==> src/rtl/hazard_sequencer_pkg.sv <==
// Shared definitions for the pipeline hazard sequencer: state encoding,
// register-number width, Control_Unit signal bit positions and the
// load-use hazard detector.
package hazard_sequencer_pkg;

  // Sequencer states
  typedef enum logic [1:0] {
    ST_RUN  = 2'b00,
    ST_IMM  = 2'b01,
    ST_WAIT = 2'b10
  } state_e;

  // Architectural register number width
  localparam int REG_W = 3;

  // Resume target recorded while waiting on data memory
  localparam logic RET_RUN = 1'b0;
  localparam logic RET_IMM = 1'b1;

  // WB_signals bit positions as packed by Control_Unit
  localparam int WB_REG_WRITE_BIT  = 0;
  localparam int WB_MEM_TO_REG_BIT = 1;

  // MEM_signals bit positions as packed by Control_Unit
  localparam int MEM_READ_BIT  = 0;
  localparam int MEM_WRITE_BIT = 1;

  // A load in EX whose destination is read by the instruction in ID
  function automatic logic load_use_hazard(
    input logic             mem_read,
    input logic [REG_W-1:0] src1,
    input logic             use1,
    input logic [REG_W-1:0] src2,
    input logic             use2,
    input logic [REG_W-1:0] rdst
  );
    logic hit1;
    logic hit2;
    hit1 = use1 & (src1 == rdst);
    hit2 = use2 & (src2 == rdst);
    return mem_read & (hit1 | hit2);
  endfunction

endpackage

==> src/rtl/hazard_sequencer_sat_counter.sv <==
// Saturating up-counter used for the performance debug counters.
module sat_counter #(
  parameter int CNT_W = 16
) (
  input  logic             clk,
  input  logic             rst,
  input  logic             inc,
  output logic [CNT_W-1:0] count
);

  localparam logic [CNT_W-1:0] MAX_C = {CNT_W{1'b1}};
  localparam logic [CNT_W-1:0] ONE_C = CNT_W'(1);

  logic [CNT_W-1:0] count_q;
  logic [CNT_W-1:0] count_d;

  // Next count: step by one unless already pinned at all-ones
  always_comb begin
    count_d = count_q;
    if (inc && (count_q != MAX_C)) begin
      count_d = count_q + ONE_C;
    end else begin
      count_d = count_q;
    end
  end

  // Count register with synchronous clear
  always_ff @(posedge clk) begin
    if (rst) begin
      count_q <= '0;
    end else begin
      count_q <= count_d;
    end
  end

  assign count = count_q;

endmodule

==> src/rtl/hazard_sequencer.sv <==
// Pipeline sequencing controller: load-use stalls, LDM immediate capture
// and data-memory wait states with a timeout watchdog.
module hazard_sequencer #(
  parameter int MEM_TIMEOUT = 255,
  parameter int CNT_W       = 16
) (
  input  logic             clk,
  input  logic             rst,
  input  logic             cu_flush,
  input  logic [2:0]       id_src1,
  input  logic [2:0]       id_src2,
  input  logic             id_use1,
  input  logic             id_use2,
  input  logic             ex_mem_read,
  input  logic [2:0]       ex_rdst,
  input  logic             mem_req,
  input  logic             mem_ready,
  output logic             pc_write,
  output logic             if_id_write,
  output logic             id_ex_bubble,
  output logic             imm_capture,
  output logic             pipe_hold,
  output logic             mem_timeout,
  output logic [CNT_W-1:0] stall_cnt,
  output logic [CNT_W-1:0] hold_cnt
);

  import hazard_sequencer_pkg::*;

  localparam int WCNT_W = (MEM_TIMEOUT < 2) ? 1 : $clog2(MEM_TIMEOUT + 1);
  localparam logic [WCNT_W-1:0] TIMEOUT_C = WCNT_W'(MEM_TIMEOUT);
  localparam logic [WCNT_W-1:0] ONE_C     = WCNT_W'(1);

  state_e            state_q, state_d;
  logic              ret_q, ret_d;
  logic [WCNT_W-1:0] wait_cnt_q, wait_cnt_d;
  logic              timeout_q, timeout_d;

  logic   hazard_s;
  logic   busy_s;
  logic   resolve_s;   // RUN/IMM rules apply this cycle
  state_e eval_s;      // which of RUN/IMM supplies the rules
  logic   pc_write_s, if_id_write_s, bubble_s, imm_s, hold_s, stall_ev_s;

  assign hazard_s = load_use_hazard(ex_mem_read, id_src1, id_use1,
                                    id_src2, id_use2, ex_rdst);

  // Next state and combinational control outputs
  always_comb begin
    state_d       = state_q;
    ret_d         = ret_q;
    wait_cnt_d    = wait_cnt_q;
    timeout_d     = timeout_q;
    pc_write_s    = 1'b1;
    if_id_write_s = 1'b1;
    bubble_s      = 1'b0;
    imm_s         = 1'b0;
    hold_s        = 1'b0;
    stall_ev_s    = 1'b0;
    busy_s        = mem_req & ~mem_ready;
    resolve_s     = 1'b1;
    eval_s        = state_q;

    // In WAIT either keep holding, or treat memory as ready and fall
    // through to the rules of the state we were waiting from.
    if (state_q == ST_WAIT) begin
      if (!mem_ready && (wait_cnt_q < TIMEOUT_C)) begin
        resolve_s     = 1'b0;
        hold_s        = 1'b1;
        pc_write_s    = 1'b0;
        if_id_write_s = 1'b0;
        wait_cnt_d    = wait_cnt_q + ONE_C;
      end else begin
        if (!mem_ready) begin
          timeout_d = 1'b1;
        end else begin
          timeout_d = timeout_q;
        end
        wait_cnt_d = '0;
        busy_s     = 1'b0;
        eval_s     = (ret_q == RET_IMM) ? ST_IMM : ST_RUN;
      end
    end else begin
      eval_s = state_q;
    end

    if (resolve_s) begin
      case (eval_s)
        ST_IMM: begin
          // LDM in EX: capture its immediate and squash the IF/ID word
          if (busy_s) begin
            hold_s        = 1'b1;
            pc_write_s    = 1'b0;
            if_id_write_s = 1'b0;
            state_d       = ST_WAIT;
            ret_d         = RET_IMM;
            wait_cnt_d    = ONE_C;
          end else begin
            imm_s    = 1'b1;
            bubble_s = 1'b1;
            state_d  = ST_RUN;
          end
        end
        default: begin
          // RUN (and recovery from the unused encoding)
          if (busy_s) begin
            hold_s        = 1'b1;
            pc_write_s    = 1'b0;
            if_id_write_s = 1'b0;
            state_d       = ST_WAIT;
            ret_d         = RET_RUN;
            wait_cnt_d    = ONE_C;
          end else if (hazard_s) begin
            pc_write_s    = 1'b0;
            if_id_write_s = 1'b0;
            bubble_s      = 1'b1;
            stall_ev_s    = 1'b1;
            state_d       = ST_RUN;
          end else if (cu_flush) begin
            state_d = ST_IMM;
          end else begin
            state_d = ST_RUN;
          end
        end
      endcase
    end else begin
      state_d = state_q;
    end

    // Reset freezes the front end and injects bubbles
    if (rst) begin
      pc_write_s    = 1'b0;
      if_id_write_s = 1'b0;
      bubble_s      = 1'b1;
      imm_s         = 1'b0;
      hold_s        = 1'b0;
      stall_ev_s    = 1'b0;
    end else begin
      stall_ev_s = stall_ev_s;
    end
  end

  // State, resume target, wait counter and sticky timeout flag
  always_ff @(posedge clk) begin
    if (rst) begin
      state_q    <= ST_RUN;
      ret_q      <= RET_RUN;
      wait_cnt_q <= '0;
      timeout_q  <= 1'b0;
    end else begin
      state_q    <= state_d;
      ret_q      <= ret_d;
      wait_cnt_q <= wait_cnt_d;
      timeout_q  <= timeout_d;
    end
  end

  sat_counter #(.CNT_W(CNT_W)) u_stall_cnt (
    .clk   (clk),
    .rst   (rst),
    .inc   (stall_ev_s),
    .count (stall_cnt)
  );

  sat_counter #(.CNT_W(CNT_W)) u_hold_cnt (
    .clk   (clk),
    .rst   (rst),
    .inc   (hold_s),
    .count (hold_cnt)
  );

  assign pc_write     = pc_write_s;
  assign if_id_write  = if_id_write_s;
  assign id_ex_bubble = bubble_s;
  assign imm_capture  = imm_s;
  assign pipe_hold    = hold_s;
  assign mem_timeout  = timeout_q;

endmodule

==> config.mk <==
export PLATFORM = sky130hd
export DESIGN_NAME = hazard_sequencer
export DESIGN_NICKNAME = d
export VERILOG_FILES = /design/src/rtl/hazard_sequencer_pkg.sv /design/src/rtl/hazard_sequencer_sat_counter.sv /design/src/rtl/hazard_sequencer.sv
export SDC_FILE = /design/constraint.sdc
export NUM_CORES = 1
export LEC_CHECK = 0
export BUFFER_PORTS_ARGS = -buffer_cell sky130_fd_sc_hd__buf_2
export CAP_MARGIN = 30
export CELL_PAD_IN_SITES_DETAIL_PLACEMENT = 1
export CELL_PAD_IN_SITES_GLOBAL_PLACEMENT = 1
export CORE_UTILIZATION = 40
export DETAILED_ROUTE_END_ITERATION = 10
export PLACE_DENSITY = 0.88
export SYNTH_ARGS = -nofsm -noshare
export SYNTH_HDL_FRONTEND = slang
export SYNTH_SLANG_ARGS = --single-unit
==> constraint.sdc <==
create_clock -name clk -period 2.4 [get_ports clk]
set_input_delay 0.24 -clock clk [delete_from_list [all_inputs] [get_ports clk]]
set_output_delay 0.24 -clock clk [all_outputs]
set_load 0.01 [all_outputs]
# Yosys cells after proc, flatten, opt, wreduce, memory -nomap -nowiden
# Cells that the tools add are included.
totals:
  register_bits: 44
  input_bits: 17
  output_inout_bits: 38
  elab_cells: 70
classes:
  n_addsub: 3
  n_lt_le_gt_ge: 1
  eq_ne: 6
  muxes: 41
  bitwise_logic: 7
  reduce_logical: 6
ops:
  columns: ["operator", "count"]
  rows:
  - ["$add A16 B1 Y16 const B", 2]
  - ["$mux W1", 32]
  - ["$mux W8", 4]
  - ["$ne A16 B16 Y1 const B", 2]
  - ["$mux W2", 5]
  - ["$add A8 B1 Y8 const B", 1]
  - ["$lt A8 B8 Y1 const B", 1]
  - ["$eq A3 B3 Y1", 2]
  - ["$and A1 B1 Y1", 4]
  - ["$logic_and A1 B1 Y1", 3]
  - ["$reduce_and A3 Y1", 1]
  - ["$eq A2 B1 Y1 const B", 1]
  - ["$eq A2 B2 Y1 const B", 1]
  - ["$not A1 Y1", 2]
  - ["$reduce_and A2 Y1", 1]
  - ["$logic_not A1 Y1", 1]
  - ["$or A1 B1 Y1", 1]

# Longest topological paths before layout
logic_depth:
  depth_word: 10
  ltp_mapped: 8
  depth_no_buf: 7

# Modules after synthesis
# A second synthesis with hierarchy kept.
hier_totals:
  cells_unflattened: 287
  hier_area_um2: 2474.9
modules_own_cells:
  columns: ["mod", "instances", "cells_each", "area_each_um2", "seq_area_each_um2"]
  rows:
  - ["sat_counter", 2, 99, 848.3, 320.3]
  - ["hazard_sequencer", 1, 89, 778.2, 240.2]

# Worst setup path before layout
# Ideal clock, no wire load.
synth_timing:
  path_kind: "register to register"
  from: "register wait_cnt_q[0]"
  to: "register u_stall_cnt.count_q[8], in the netlist u_stall_cnt.count[8]"
  setup_ns: 0.123
  t_arrival_ns: 1.968
  t_required_ns: 2.277
  slack_ns: 0.309
  path_stages_with_launch: 9
  n_path_buf: 1
  synth_period_minus_slack_ns: 2.091
  cell_sequence: "dfxtp_1 -> ha_1 -> nand3_1 -> o21bai_1 -> a31o_2 -> buf_4 -> nor4_4 -> nand3_1 -> mux2_1"
synth_via:
  elab_chain_len: 9
  elab_cells_between_ends: 14
  cone_classes: "1 x order compare; 1 x eq/ne; 10 x mux; 2 x reduce/logical"
synth_lines:
  columns: ["element", "line", "source"]
  rows:
  - ["start: declaration", "hazard_sequencer.sv:36", "logic [WCNT_W-1:0] wait_cnt_q, wait_cnt_d;"]
  - ["start signal: assignment", "hazard_sequencer.sv:153", "wait_cnt_q <= wait_cnt_d;"]
  - ["$lt A8 B8 Y1 *", "hazard_sequencer.sv:67", "if (!mem_ready && (wait_cnt_q < TIMEOUT_C)) begin"]
  - ["$logic_and A1 B1 Y1 *", "hazard_sequencer.sv:67", null]
  - ["$mux W2 / $mux W1 (equally long branches)", "hazard_sequencer.sv:67", null]
  - ["$mux W2 / $mux W1 (equally long branches)", "hazard_sequencer.sv:66", "if (state_q == ST_WAIT) begin"]
  - ["$eq A2 B1 Y1 / $mux W1 (equally long branches)", "hazard_sequencer.sv:88, hazard_sequencer.sv:106", null]
  - ["$mux W1", "hazard_sequencer.sv:88", "case (eval_s)"]
  - ["$mux W1 *", "hazard_sequencer.sv:87", "if (resolve_s) begin"]
  - ["$mux W1 *", "hazard_sequencer.sv:131", "if (rst) begin"]
  - ["$logic_and A1 B1 Y1 *", "hazard_sequencer_sat_counter.sv:20", "if (inc && (count_q != MAX_C)) begin"]
  - ["end signal: assignment", "hazard_sequencer_sat_counter.sv:32", "count_q <= count_d;"]
  - ["end: declaration", "hazard_sequencer_sat_counter.sv:14", "logic [CNT_W-1:0] count_q;"]
# Mark *: on every way between the ends. The rest lies on a longest branch, timed or not.
# A chain may end at the register's enable or synchronous reset.

# Worst setup path after layout
# Same ends and word-level chain as after synthesis.

==> qor.csv <==
metric,value,unit
n_fill_cell,698,
p_leak,1.14,nW
clockBufferDepth,2,
finalCoreUtilization,50.4,%
status,"finished, final reports clean",
grt_pass1_wl,9690,µm
via_per_inst,5.37,
r2r_setup_slack,100,ps
cts_inserted_buffers,5,
syn2layout_area_growth,20.9,%
global_route.usage.met2,35.8,%
detail_route.first_pass.iterations,4,
setup_viol,0,
cts_root_buf,clkbuf_8,
portBuffers,54,
clkSlewWorstSetupHoldPaths,90,ps
wl_per_cell,14.7,µm
synth_flop_cell,dfxtp_1,
maxCapViolCount,0,
crit_arrival,2490,ps
drc_errors,0,
period_minus_slack,2300,ps
h-tree-depth,2,
ys_ff_latch,44,
ys_warn_count,0,
stdcell_area,2790,µm²
finalCritPeriodShare,95.8,%
r2r_end,u_stall_cnt.count[8],
startpoint_type,register,
end_kind,register,
nets,343,
core,5540,µm²
grt_pass1_vias,2065,
dr_total_vias,2125,
ioPinCount,55,
async_reset_ff_share,0,%
routed_wl,5830,µm
min_path_type,input pin to register,
groute.layer.met1.usage,24.5,%
crit_type,register to register,
die_width,78.0,µm
use_met3,3.06,%
synth_seq_area_share,38.2,%
floorplan.initialDensity,41.7,%
synth_top_cell_area_share,38.2,%
routabilityCongestion,0.815,
min_to,state_q[0],
dieArea,6080,µm²
rows,27,
post_dp_cell_area,2670,µm²
grt.total_usage,20.0,%
yosys.area.top_type,dfxtp_1,
irDropWorstVdd,0.269,mV
ant_nets,0,
slew_headroom,60.7,%
avgSynthCellArea,8.84,µm²
post-place-cells,385,
critPathRequiredTime,2590,ps
dp.final_hpwl,4340,µm
synth_nets,281,
antenna_found_initial,0,
finalClockSkew,9.76,ps
final_hold_viol_count,0,
rr_worst_depth,8,
synth_common_cells,"dfxtp_1 (44), nor2_1 (44), xnor2_1 (20)",
critPathMaxFanout,7,
drive_gt1_share,26.9,%
grt_start_max_net_pins,28,
tightestPinTransition,589,ps
max_freq,435,MHz
drt_iter0_markers,54,
syn_area,2310,µm²
dieHeight,78.0,µm
worst_hold_slack,187,ps
finalMaxSlewViolations,0,
yosysUniqueCellTypes,46,
stdcell_count,396,
power.density,478,nW/µm²
antenna_cells,0,
synth_enable_flop_cells,0,
holdCritStartpoint,cu_flush,
hold_depth,2,
postCtsHoldBufs,0,
syn_inst,261,
tritoncts,built,
tns,0,ps
overflow,0,
netlist_top_cells_area,"dfxtp_1 (38%), xnor2_1 (7.6%), nor2_1 (7.2%), and4_1 (4.2%), xor2_1 (4.2%)",
grt_busiest_layer,met2,
cts_sinks,44,
clock_latency,300,ps
timing.rr.start,wait_cnt_q[0],
==> routing by layer <==
metal | part of all wire (%) | wire [µm]
met5 | 0 | 0
met4 | 1.1 | 65
met3 | 3.3 | 190
met2 | 51 | 2960
met1 | 45 | 2610
==> area by class of cell <==
class | instances | area [µm²] | area share [%]
multi-input cells | 203 | 1380 | 49.3
inverters | 7 | 26.3 | 0.941
well taps | 72 | 90.1 | 3.23
clock inverters | 3 | 18.8 | 0.672
clock buffers | 5 | 68.8 | 2.47
flip-flops and latches | 44 | 881 | 31.6
repair buffers | 62 | 330 | 11.8
==> cell usage in the layout, fill, tap and decap left out, drive strengths merged, types with 2 or more instances in the layout <==
cell / count
and3: 7
ha: 3
nor2b: 5
nor3: 10
o21ai: 3
nand3: 10
dfxtp: 44
nand2: 12
and2: 2
and4: 11
nand2b: 2
xor2: 11
nand4: 12
o21a: 2
buf: 62
nor2: 44
mux2i: 2
or3b: 2
a22oi: 2
clkinv: 3
mux2: 2
inv: 7
clkbuf: 5
nor4: 7
nor4b: 2
xnor2: 20
o21bai: 4
a31o: 6
a21oi: 12
==> stage by stage <==
step	worst slack, ps	power [mW]
after floorplan	309	0.837
after global placement	239	0.874
after detailed placement	189	0.879
after CTS	35.0	1.35
after global routing	-62.8	1.38
final	102	1.33
==> worst max-delay path: stages, from the launching register on <==
cell,delay (ps)
dfxtp_1,390
ha_1,240
nand3_1,180
nor3_4,250
buf_4,200
o21ai_4,120
nor4_4,340
nand3_1,140
mux2_1,330
==> timing repair <==
| item | 4_1_cts | 5_1_grt |
|---|---|---|
| gates resized for setup | 0 | 1 |
| setup endpoints to repair | 3 | 2 |
| setup buffers | 1 | 2 |
| pin swaps | 1 | 2 |
| gates cloned | 0 | 0 |
==> sequential cells by signal (all words and copies together), names as in the netlist <==
register	flops
u_hold_cnt.count	16
u_stall_cnt.count	16
wait_cnt_q	8
state_q	2
mem_timeout	1
ret_q	1
==> where the power goes <==
| group | internal [mW] | leakage (nW) | switching, mW |
|---|---|---|---|
| clock network | 0.203 | 0.0479 | 0.268 |
| logic | 0.0499 | 0.739 | 0.0705 |
| registers | 0.736 | 0.355 | 0.00619 |
==> logic make-up after synthesis <==
logic type	Yosys count	synth area share [%]
buffers and inverters	14	2.60
multiplexers	4	1.84
AND/OR/NAND/NOR	132	33.6
AO/OA/AOI/OAI	33	10.5
adder cells (fa/ha/maj)	3	1.63
XOR/XNOR	31	11.8
flip-flops	44	38.2
==> how the worst max path moves through the flow <==
stage / from / end / slack (ps) / cells after the start
after floorplan: wait_cnt_q[0] / u_stall_cnt.count[8] / 310 / 8
after global placement: wait_cnt_q[0] / u_stall_cnt.count[8] / 240 / 7
after detailed placement: wait_cnt_q[0] / u_stall_cnt.count[8] / 190 / 7
after CTS: wait_cnt_q[0] / id_ex_bubble / 30 / 7
after global routing: wait_cnt_q[0] / u_stall_cnt.count[8] / -60 / 8
final: wait_cnt_q[0] / u_stall_cnt.count[8] / 100 / 8
Power figures use the tool's default switching activity.
